==> src/rtl/apb_rr_master_arbiter.sv <==
// Round-robin arbiter sharing one APB master port between N_REQ requesters.
// Define APB_ARB_TIMEOUT_EN to abort ACCESS after TIMEOUT_CYCLES wait cycles.
module apb_rr_master_arbiter #(
   parameter int N_REQ          = 2,
   parameter int ADDR_W         = 32,
   parameter int DATA_W         = 32,
   parameter int TIMEOUT_CYCLES = 16
) (
   input  logic                      clk_i,
   input  logic                      aresetn_i,
   input  logic [N_REQ-1:0]          req_valid_i,
   output logic [N_REQ-1:0]          req_ready_o,
   input  logic [N_REQ-1:0]          req_write_i,
   input  logic [N_REQ*ADDR_W-1:0]   req_addr_i,
   input  logic [N_REQ*DATA_W-1:0]   req_wdata_i,
   output logic [N_REQ-1:0]          resp_valid_o,
   output logic [DATA_W-1:0]         resp_rdata_o,
   output logic                      resp_slverr_o,
   output logic                      psel_o,
   output logic                      penable_o,
   output logic                      pwrite_o,
   output logic [ADDR_W-1:0]         paddr_o,
   output logic [DATA_W-1:0]         pwdata_o,
   input  logic [DATA_W-1:0]         prdata_i,
   input  logic                      pready_i,
   input  logic                      pslverr_i
);

   localparam int PW = (N_REQ > 1) ? $clog2(N_REQ) : 1;

   if (N_REQ < 2 || N_REQ > 8 || TIMEOUT_CYCLES < 1) begin : g_param_chk
      $error("apb_rr_master_arbiter: bad parameters");
   end

   typedef enum logic [1:0] {
      S_IDLE,
      S_SETUP,
      S_ACCESS
   } state_t;

   state_t              r_state, w_state_nxt;
   logic [PW-1:0]       r_ptr, w_ptr_nxt;
   logic [N_REQ-1:0]    r_gnt, w_gnt_nxt;
   logic                r_psel, w_psel_nxt;
   logic                r_penable, w_penable_nxt;
   logic                r_pwrite, w_pwrite_nxt;
   logic [ADDR_W-1:0]   r_paddr, w_paddr_nxt;
   logic [DATA_W-1:0]   r_pwdata, w_pwdata_nxt;
   logic [N_REQ-1:0]    r_resp_valid, w_resp_valid_nxt;
   logic [DATA_W-1:0]   r_rdata, w_rdata_nxt;
   logic                r_slverr, w_slverr_nxt;
   logic [N_REQ-1:0]    w_ready;
   logic                w_found;
   logic [PW-1:0]       w_gidx;

`ifdef APB_ARB_TIMEOUT_EN
   localparam int CW = $clog2(TIMEOUT_CYCLES + 1);
   logic [CW-1:0]       r_tmo, w_tmo_nxt;
`endif

   function automatic logic [PW-1:0] f_wrap(input int v);
      if (v >= N_REQ) return PW'(v - N_REQ);
      return PW'(v);
   endfunction

   // First valid requester at or after the pointer, wrapping around
   always_comb begin
      w_found = 1'b0;
      w_gidx  = '0;
      for (int k = 0; k < N_REQ; k++) begin
         if (!w_found && req_valid_i[f_wrap(int'(r_ptr) + k)]) begin
            w_found = 1'b1;
            w_gidx  = f_wrap(int'(r_ptr) + k);
         end
      end
   end

   always_comb begin
      w_state_nxt      = r_state;
      w_ptr_nxt        = r_ptr;
      w_gnt_nxt        = r_gnt;
      w_psel_nxt       = r_psel;
      w_penable_nxt    = r_penable;
      w_pwrite_nxt     = r_pwrite;
      w_paddr_nxt      = r_paddr;
      w_pwdata_nxt     = r_pwdata;
      w_resp_valid_nxt = '0;
      w_rdata_nxt      = '0;
      w_slverr_nxt     = 1'b0;
      w_ready          = '0;
`ifdef APB_ARB_TIMEOUT_EN
      w_tmo_nxt        = r_tmo;
`endif
      unique case (r_state)
         S_IDLE: begin
            w_psel_nxt    = 1'b0;
            w_penable_nxt = 1'b0;
            if (w_found) begin
               w_ready         = '0;
               w_ready[w_gidx] = 1'b1;
               w_gnt_nxt       = w_ready;
               w_pwrite_nxt    = req_write_i[w_gidx];
               w_paddr_nxt     = req_addr_i[w_gidx*ADDR_W +: ADDR_W];
               w_pwdata_nxt    = req_wdata_i[w_gidx*DATA_W +: DATA_W];
               w_ptr_nxt       = f_wrap(int'(w_gidx) + 1);
               w_psel_nxt      = 1'b1;
               w_state_nxt     = S_SETUP;
            end
         end
         S_SETUP: begin
            w_penable_nxt = 1'b1;
            w_state_nxt   = S_ACCESS;
`ifdef APB_ARB_TIMEOUT_EN
            w_tmo_nxt     = '0;
`endif
         end
         S_ACCESS: begin
            if (pready_i) begin
               w_psel_nxt       = 1'b0;
               w_penable_nxt    = 1'b0;
               w_resp_valid_nxt = r_gnt;
               w_rdata_nxt      = r_pwrite ? '0 : prdata_i;
               w_slverr_nxt     = pslverr_i;
               w_state_nxt      = S_IDLE;
            end
`ifdef APB_ARB_TIMEOUT_EN
            // Last permitted wait cycle: abandon with an error response
            else if (r_tmo == CW'(TIMEOUT_CYCLES - 1)) begin
               w_psel_nxt       = 1'b0;
               w_penable_nxt    = 1'b0;
               w_resp_valid_nxt = r_gnt;
               w_slverr_nxt     = 1'b1;
               w_state_nxt      = S_IDLE;
            end else begin
               w_tmo_nxt = r_tmo + 1'b1;
            end
`endif
         end
         default: begin
            w_state_nxt = S_IDLE;
         end
      endcase
   end

   always_ff @(posedge clk_i) begin
      if (!aresetn_i) begin
         r_state      <= S_IDLE;
         r_ptr        <= '0;
         r_gnt        <= '0;
         r_psel       <= 1'b0;
         r_penable    <= 1'b0;
         r_pwrite     <= 1'b0;
         r_paddr      <= '0;
         r_pwdata     <= '0;
         r_resp_valid <= '0;
         r_rdata      <= '0;
         r_slverr     <= 1'b0;
      end else begin
         r_state      <= w_state_nxt;
         r_ptr        <= w_ptr_nxt;
         r_gnt        <= w_gnt_nxt;
         r_psel       <= w_psel_nxt;
         r_penable    <= w_penable_nxt;
         r_pwrite     <= w_pwrite_nxt;
         r_paddr      <= w_paddr_nxt;
         r_pwdata     <= w_pwdata_nxt;
         r_resp_valid <= w_resp_valid_nxt;
         r_rdata      <= w_rdata_nxt;
         r_slverr     <= w_slverr_nxt;
      end
   end

`ifdef APB_ARB_TIMEOUT_EN
   always_ff @(posedge clk_i) begin
      if (!aresetn_i) r_tmo <= '0;
      else            r_tmo <= w_tmo_nxt;
   end
`endif

   assign req_ready_o   = w_ready;
   assign resp_valid_o  = r_resp_valid;
   assign resp_rdata_o  = r_rdata;
   assign resp_slverr_o = r_slverr;
   assign psel_o        = r_psel;
   assign penable_o     = r_penable;
   assign pwrite_o      = r_pwrite;
   assign paddr_o       = r_paddr;
   assign pwdata_o      = r_pwdata;

endmodule

==> config.mk <==
export PLATFORM = sky130hd
export DESIGN_NAME = apb_rr_master_arbiter
export DESIGN_NICKNAME = d
export VERILOG_FILES = /design/src/rtl/apb_rr_master_arbiter.sv
export SDC_FILE = /design/constraint.sdc
export NUM_CORES = 1
export LEC_CHECK = 0
export CELL_PAD_IN_SITES_DETAIL_PLACEMENT = 1
export CELL_PAD_IN_SITES_GLOBAL_PLACEMENT = 1
export CORE_MARGIN = 3
export CORE_UTILIZATION = 28
export CTS_CLUSTER_SIZE = 24
export DETAILED_ROUTE_END_ITERATION = 8
export GPL_ROUTABILITY_DRIVEN = 0
export GPL_TIMING_DRIVEN = 0
export PLACE_DENSITY_LB_ADDON = 0.25
export RECOVER_POWER = 100
export SYNTH_ARGS = -nofsm -noshare
export SYNTH_HDL_FRONTEND = slang
export SYNTH_SLANG_ARGS = --single-unit
==> constraint.sdc <==
create_clock -name clk_i -period 2.45 [get_ports clk_i]
set_input_delay 0.3675 -clock clk_i [delete_from_list [all_inputs] [get_ports clk_i]]
set_output_delay 0.3675 -clock clk_i [all_outputs]
set_load 0.02 [all_outputs]
Word level (Yosys, flattened, before mapping)

Index checks and enable logic that the tools add are counted.

Logic and storage cells: 80
Output and inout port bits: 104
Register bits after elaboration: 107
Bits of input ports: 168
Bits in read-only memories: 0
Bits in latches: 0
Bits in writable memories: 0
Memories kept: 0

Bitwise logic cells: 3
Div/mod/pow operators: 0
Shift-type cells: 2
Order comparisons: 7
Reduce and logical (&&, ||, !) cells: 12
Muxes and demuxes: 36
Equal/unequal tests: 4
$mul: 0
Add/sub/neg operators: 5

Operators by type and width:

| kind                  | number |
|---|---|
| $shiftx A64 B7 Y32    | 2 |
| $mux W1               | 28 |
| $mux W2               | 4 |
| $reduce_and A2 Y1     | 4 |
| $lt A1 B2 Y1 const B  | 3 |
| $pmux W2 S3           | 1 |
| $add A1 B1 Y2 const B | 2 |
| $ge A2 B2 Y1 const B  | 2 |
| $ne A2 B2 Y1 const B  | 2 |
| $reduce_or A4 Y1      | 1 |
| $not A1 Y1            | 3 |
| $pmux W1 S3           | 1 |
| $reduce_and A3 Y1     | 1 |
| $reduce_bool A3 Y1    | 1 |
| $sub A1 B1 Y1 const B | 3 |
| $eq A2 B1 Y1 const B  | 1 |
| $eq A2 B2 Y1 const B  | 1 |
| $ge A1 B2 Y1 const B  | 1 |
| $logic_and A1 B1 Y1   | 2 |
| $logic_not A2 Y1      | 1 |
| $pmux W1 S2           | 1 |
| $reduce_bool A2 Y1    | 1 |
| $demux W1 S1          | 1 |
| $ge A1 B1 Y1 const B  | 1 |
| $logic_not A1 Y1      | 1 |

Depth between registers and ports, before layout

Gate-level depths: netlist of run 1.

Word-level depth: 17
Depth in mapped cells: 6

Least setup slack after synthesis of run 1

OpenSTA, ideal clock, no wires.

Kind: input to output
Start point: input port req_valid_i[1]
End point: output port req_ready_o[0]
Cell stages on the path: 4
Required time: 2082 ps
Arrival time: 1243 ps
Slack: 839 ps
Cells stage by stage: buf_4 > buf_2 > clkbuf_1 > a21oi_1

Cells in the longest elaborated chain, start to end: 12

RTL lines:

| element                                                            | line | RTL |
|---|---|---|
| start, declared                                                    | 11   | `input logic [N_REQ-1:0] req_valid_i,` |
| $mux W1 (not written as such) (2 in a row)                         | 71   | `if (!w_found && req_valid_i[f_wrap(int'(r_ptr) + k)]) begin` |
| $mux W1                                                            | 71   |  |
| $logic_not A1 Y1                                                   | 71   |  |
| $logic_and A1 B1 Y1                                                | 71   |  |
| $mux W1                                                            | 71   |  |
| $lt A1 B2 Y1 (not written as such) or $ge A1 B1 Y1 (tied branches) | 100  | `w_ready[w_gidx] = 1'b1;` |
| $logic_and A1 B1 Y1 (not written as such)                          | 100  |  |
| $mux W1 (not written as such)                                      | 100  |  |
| $demux W1 S1                                                       | 100  |  |
| $mux W2 *                                                          | 98   | `if (w_found) begin` |
| $mux W2 *                                                          | 94   | `unique case (r_state)` |
| end, declared                                                      | 12   | `output logic [N_REQ-1:0] req_ready_o,` |

Every way passes the cells marked *; elsewhere a longest branch is shown, timed or not. The select of a mux whose other input is x is not followed.

Worst setup path after layout of run 1

Start point: input port req_valid_i[0]
End point: output port req_ready_o[0]

Same word-level chain as after synthesis.

==> results of run 1 <==
[worst register-to-register path, stage by stage (launching register included)]
cell and delay [ns]:
dfxtp_1 0.38, nor2_4 0.19, clkbuf_1 0.22, clkbuf_1 0.43, nand4_1 0.18, a31oi_1 0.23
[final cells by class]
cell class	count	area, µm²	area share
Timing Repair Buffer	272	2710	0.348
Sequential cell	106	2120	0.273
Multi-Input combinational cell	316	2070	0.266
Buffer	62	287	0.0368
Tap cell	211	264	0.0339
Clock buffer	9	225	0.0290
Clock inverter	7	86.3	0.0111
Inverter	4	15.0	0.00193
[metrics by stage]
stage          instance area, µm²  instances   util
2_1_floorplan                4500        489      -
3_3_place_gp                 7470        970  0.482
3_5_place_dp                 7470        970  0.482
4_1_cts                      7800        988  0.504
5_1_grt                      7780        987  0.502
6_report                     7780        987  0.502
[layer usage]
| metal | vias to the layer above | routed length, µm |
|---|---|---|
| met5 | - | 0 |
| met4 | 0 | 641 |
| met3 | 38 | 1270 |
| met2 | 239 | 10100 |
| met1 | 2542 | 8090 |
| li1 | 2443 | - |
[power breakdown]
group | switching (mW) | internal, mW
clock | 0.723 | 0.814
sequential | 0.0701 | 1.85
combinational | 0.662 | 0.612
[what timing repair did]
item | in CTS | in global routing
endpoints found under the setup margin | 2 | 1
gates resized for setup | 4 | 0
hold buffers | 0 | 0
buffers inserted | 2 | 0
pin swaps | 1 | 0
[flip-flops by register name, summed over array words and instances, names as in the netlist]
signal,flops
psel_o,1
penable_o,1
resp_valid_o,2
pwrite_o,1
resp_rdata_o,32
r_gnt,2
pwdata_o,32
resp_slverr_o,1
paddr_o,32
r_state,2
[path summary, 6_finish.rpt]
check	to	slack, ns	from	cells after the start
hold / removal	resp_valid_o[1]	0.46	r_gnt[1]	1
setup / recovery	req_ready_o[0]	0.14	req_valid_i[0]	6
hold reg to reg	resp_valid_o[1]	0.46	r_gnt[1]	1
setup reg to reg	pwdata_o[2]	0.74	r_state[0]	5
[cell usage in the layout (no fill, tap or decap), types with 2 or more instances in the layout]
| master | count |
|---|---|
| dlygate4sd2_1 | 2 |
| clkbuf_1 | 48 |
| a31oi_1 | 44 |
| buf_2 | 6 |
| nand4_1 | 88 |
| buf_4 | 4 |
| o311a_1 | 21 |
| and2_0 | 22 |
| o21bai_1 | 21 |
| a21boi_0 | 21 |
| clkbuf_16 | 9 |
| dfxtp_1 | 106 |
| and3_1 | 21 |
| and2_1 | 13 |
| a21oi_1 | 4 |
| dlygate4sd3_1 | 103 |
| inv_6 | 3 |
| inv_1 | 4 |
| nor2_1 | 3 |
| o21ai_0 | 46 |
| buf_6 | 4 |
| clkdlybuf4s50_1 | 165 |
[logic make-up after synthesis]
group,Yosys count,synth area share
flops,106,0.471
simple gates,156,0.220
compound gates,160,0.240
buf+inv,67,0.0695
==> impl_metrics.toml, run 1 <==
[run_status]
status = "finished, final reports clean"

[yosys]
async_flop_share = 0
yosys_warnings = 0
syn-num-nets = 657
ys_top_cells_by_area = "dfxtp_1, nand4_1, a31oi_1, o21ai_0, and2_1"
avgSynthCellArea_um2 = 9.21
yosysTopAreaCellShare = 0.471
synth.most_common_cell = "dfxtp_1"
synth_top_cell_by_area = "dfxtp_1"
synth_ff_type = "dfxtp_1"
synthTopCellsByCount = "dfxtp_1, nand4_1, o21ai_0"
seq_area_frac_synth = 0.471
syn_area_um2 = 4500
synth_seq_cells = 106
synth_edf_count = 0
synth_cell_types = 30
syn_inst = 489

[grt]
grt_max_degree = 20
antenna_found_initial = 0
grt_overflow = 0
use_met2 = 0.393
grt_pass1_wl_um = 31500
use_met1 = 0.264
grtUsageMet3 = 0.0475
grt_usage = 0.223
grt_pass1_vias = 5711
grt-busiest-layer = "met2"

[floorplan]
die_area_um2 = 17600
initial_core_util = 0.291
num_rows = 45
ios = 272
die_w_um = 133
die_h_um = 133
core_um2 = 15500

[clock_tree]
clk_path_buf_depth = 2
clockRootBuffer = "clkbuf_16"
cts_tree = "done"
cts_sinks = 106
clock_latency_ns = 0.35
cts_buffers = 9
h-tree-depth = 3
cts.clk_slew.worst_paths_ns = 0.07

[pwr]
leakage_nw = 3.11
p_per_area_nw_per_um2 = 609
finalPower_mw = 4.73
worst_ir_drop_vdd_mv = 0.310

[cells_and_area]
nFillCells = 1749
insertedDiodeCount = 0
layout.nets = 939
syn2layout_area_growth_pct = 72.8
drive_gt1_frac = 0.0464

[critical_path]
path_buf_inv = 4
crit_top_cell = "buf_4"
cp_cell_sequence = "clkdlybuf4s50_1 > buf_4 > o21ai_4 > buf_4 > a21oi_1 > dlygate4sd2_1"
cp_data_required_time_ns = 2.08
cp_max_fo = 10
slowest_delay_ns = 0.46
cp_slowest_cell = "clkdlybuf4s50_1"
cp-start-kind = "primary input"
crit_family = "buffers and inverters"
crit_type = "primary input to primary output"
end_kind = "primary output"
arrival_ns = 1.94

[timing]
slew_headroom = 0.604
finalClockSkew_ns = 0.0129
setup_viol_count_final = 0
min_period_ns = 2.31
rsz0062_at_grt = "no"
hold_violations = 0
period_share = 0.943
fin_tns_setup_ns = 0
setup_slack_ns = 0.140
maxSlewViolCount = 0
fin_hold_ws_ns = 0.465
tightest_slew_ns = 0.594
max_freq_ghz = 0.433

[placed_design]
dp_hpwl_um = 15600
dp_slack_ns = -0.285
numPortBuffers = 270

[route]
ant_nets = 0
first_pass_iters = 4
drc = 0
wl_um = 20100
drt_iter0_markers = 360
wl_per_cell_um = 20.3
vias_per_cell = 5.33
dr_total_vias = 5262

[worst_hold_path]
hold_path.class = "flop to flop"

[job]
maxCapViolations = 0
No activity file was read; power rests on OpenSTA's default activity.
==> run 2, diff against run 1 <==
--- a/config.mk
+++ b/config.mk
@@ -15,6 +15,7 @@
 export GPL_TIMING_DRIVEN = 0
 export PLACE_DENSITY_LB_ADDON = 0.25
 export RECOVER_POWER = 100
+export REMOVE_ABC_BUFFERS = 1
 export SYNTH_ARGS = -nofsm -noshare
 export SYNTH_HDL_FRONTEND = slang
 export SYNTH_SLANG_ARGS = --single-unit
==> run 2 against run 1 <==
Largest power group unchanged; critical path depth shrank 2; flip-flop and latch count is the same; critical path type unchanged; count of clock-buffer cells in the layout grew 1.
==> impl_metrics.toml, run 2 (synthesis results as in run 1) <==
[critical_path]
arrival_ns = 1.80
crit_family = "compound AO/OA/AOI/OAI gates"
cp-start-kind = "primary input"
end_kind = "primary output"
cp_max_fo = 91
slowest_delay_ns = 0.70
cp_cell_sequence = "buf_6 > o21ai_4 > a21oi_1 > dlygate4sd2_1"
cp_data_required_time_ns = 2.08
cp_slowest_cell = "o21ai_4"
crit_type = "primary input to primary output"
path_buf_inv = 2

[cells_and_area]
seq_area_um2 = 2120
final_common_cell = "clkdlybuf4s50_1"
multi_input_area_um2 = 2120
syn2layout_area_growth_pct = 69.4
insertedDiodeCount = 0
nFillCells = 1728
layout.nets = 887
most-common-layout-cells = "clkdlybuf4s50_1, dfxtp_1, dlygate4sd3_1"
fin_area_um2 = 7620
drive_gt1_frac = 0.0525
fin_util = 0.492

[grt]
grt_pass1_vias = 5337
grt_usage = 0.217
grt_pass1_wl_um = 30700
grt_max_degree = 92
grt_overflow = 0
antenna_found_initial = 0

[route]
drt_iter0_markers = 199
vias_per_cell = 5.40
wl_um = 20000
drc = 0
ant_nets = 0
first_pass_iters = 4
wl_per_cell_um = 21.3
dr_total_vias = 5046

[pwr]
swShare = 0.303
leakage_nw = 3.05
internal_power_mw = 3.28
p_per_area_nw_per_um2 = 618
combPwrFrac = 0.264
clkPwrFrac = 0.327
switchingPower_mw = 1.43
worst_ir_drop_vdd_mv = 0.353
p_seq_frac = 0.408

[floorplan]
die_h_um = 133
ios = 272
num_rows = 45
initial_core_util = 0.291
die_w_um = 133
die_area_um2 = 17600
core_um2 = 15500

[worst_hold_path]
hold_path.class = "primary input to flop"

[clock_tree]
cts_tree = "done"
clock_latency_ns = 0.35
cts_sinks = 106
h-tree-depth = 3
cts_buffers = 9
cts.clk_slew.worst_paths_ns = 0.08
clockRootBuffer = "clkbuf_16"
clk_path_buf_depth = 2

[placed_design]
numPortBuffers = 271
dp_hpwl_um = 12800
place_area_um2 = 7260

[timing]
slew_headroom = 0.194
finalClockSkew_ns = 0.00652
period_share = 0.886
rsz0062_at_grt = "no"
hold_violations = 0
maxSlewViolCount = 0
min_period_ns = 2.17
setup_viol_count_final = 0
max_freq_ghz = 0.460
fin_tns_setup_ns = 0
tightest_slew_ns = 1.21
fin_hold_ws_ns = 0.456

[job]
maxCapViolations = 0

[run_status]
status = "finished, final reports clean"
## run 2: changes by cell type in the layout (fill, tap and decap cells not counted), sizes merged
cell and change:
clkdlybuf4s50 -1, inv -1, nand2b +3, dlygate4sd3 -1
clkinvlp +1, clkbuf -46, clkinv -1, dlygate4sd2 -1
nor2 +2, buf -7
## run 2: layout make-up
| type | instances | share of cell area |
|---|---|---|
| tap | 211 | 0.0346 |
| clock inverter | 6 | 0.00968 |
| clock buffer | 10 | 0.0313 |
| inverter | 4 | 0.00197 |
| sequential | 106 | 0.278 |
| multi-input combinational | 321 | 0.278 |
| timing repair buffer | 277 | 0.366 |
## run 2: metal layers
| metal | GRT usage | wire, µm | vias to the layer above |
|---|---|---|---|
| li1 | - | - | 2337 |
| met1 | 0.258 | 8160 | 2507 |
| met2 | 0.372 | 9930 | 183 |
| met3 | 0.0749 | 1500 | 19 |
| met4 | 0.0612 | 370 | 0 |
| met5 | 0 | 0 | - |
## run 2: worst paths after layout
| kind | startpoint | end | slack, ns | cells past startpoint |
|---|---|---|---|---|
| worst max-delay path | req_valid_i[1] | req_ready_o[0] | 0.28 | 4 |
| worst min-delay path | req_valid_i[0] | pwdata_o[4] | 0.46 | 3 |
| worst max register to register | r_gnt[0] | pwdata_o[15] | 0.43 | 3 |
| worst min register to register | r_gnt[1] | resp_valid_o[1] | 0.46 | 1 |
## run 2: worst min-delay path: stages
cell and delay, ns:
buf_4 0.21, nand4_1 0.10, a31oi_1 0.08
## run 2: repair_timing
action                                  4_1_cts  5_1_grt
hold buffers                                  0        0
endpoints found under the setup margin       55       33
pin swaps                                     1        0
resized for setup                             5        3
setup buffers                                 2        0
gates cloned                                  4        1
## run 2: through the flow
step | setup slack, ns | instances | power (mW)
floorplan | -0.232 | 426 | 2.47
global placement | -3.56 | 908 | 3.16
detailed placement | -0.651 | 912 | 3.22
CTS | 0.00759 | 934 | 4.81
global route | 0.154 | 935 | 4.93
finish | 0.278 | 935 | 4.71
## run 2: power groups by stage
stage / combinational (mW) / clock, mW / sequential (mW)
2_1_floorplan: 0.370 / 0 / 2.10
3_5_place_dp: 1.26 / 0 / 1.96
5_1_grt: 1.33 / 1.66 / 1.94
3_3_place_gp: 1.21 / 0 / 1.95
4_1_cts: 1.30 / 1.58 / 1.93
6_report: 1.25 / 1.54 / 1.92
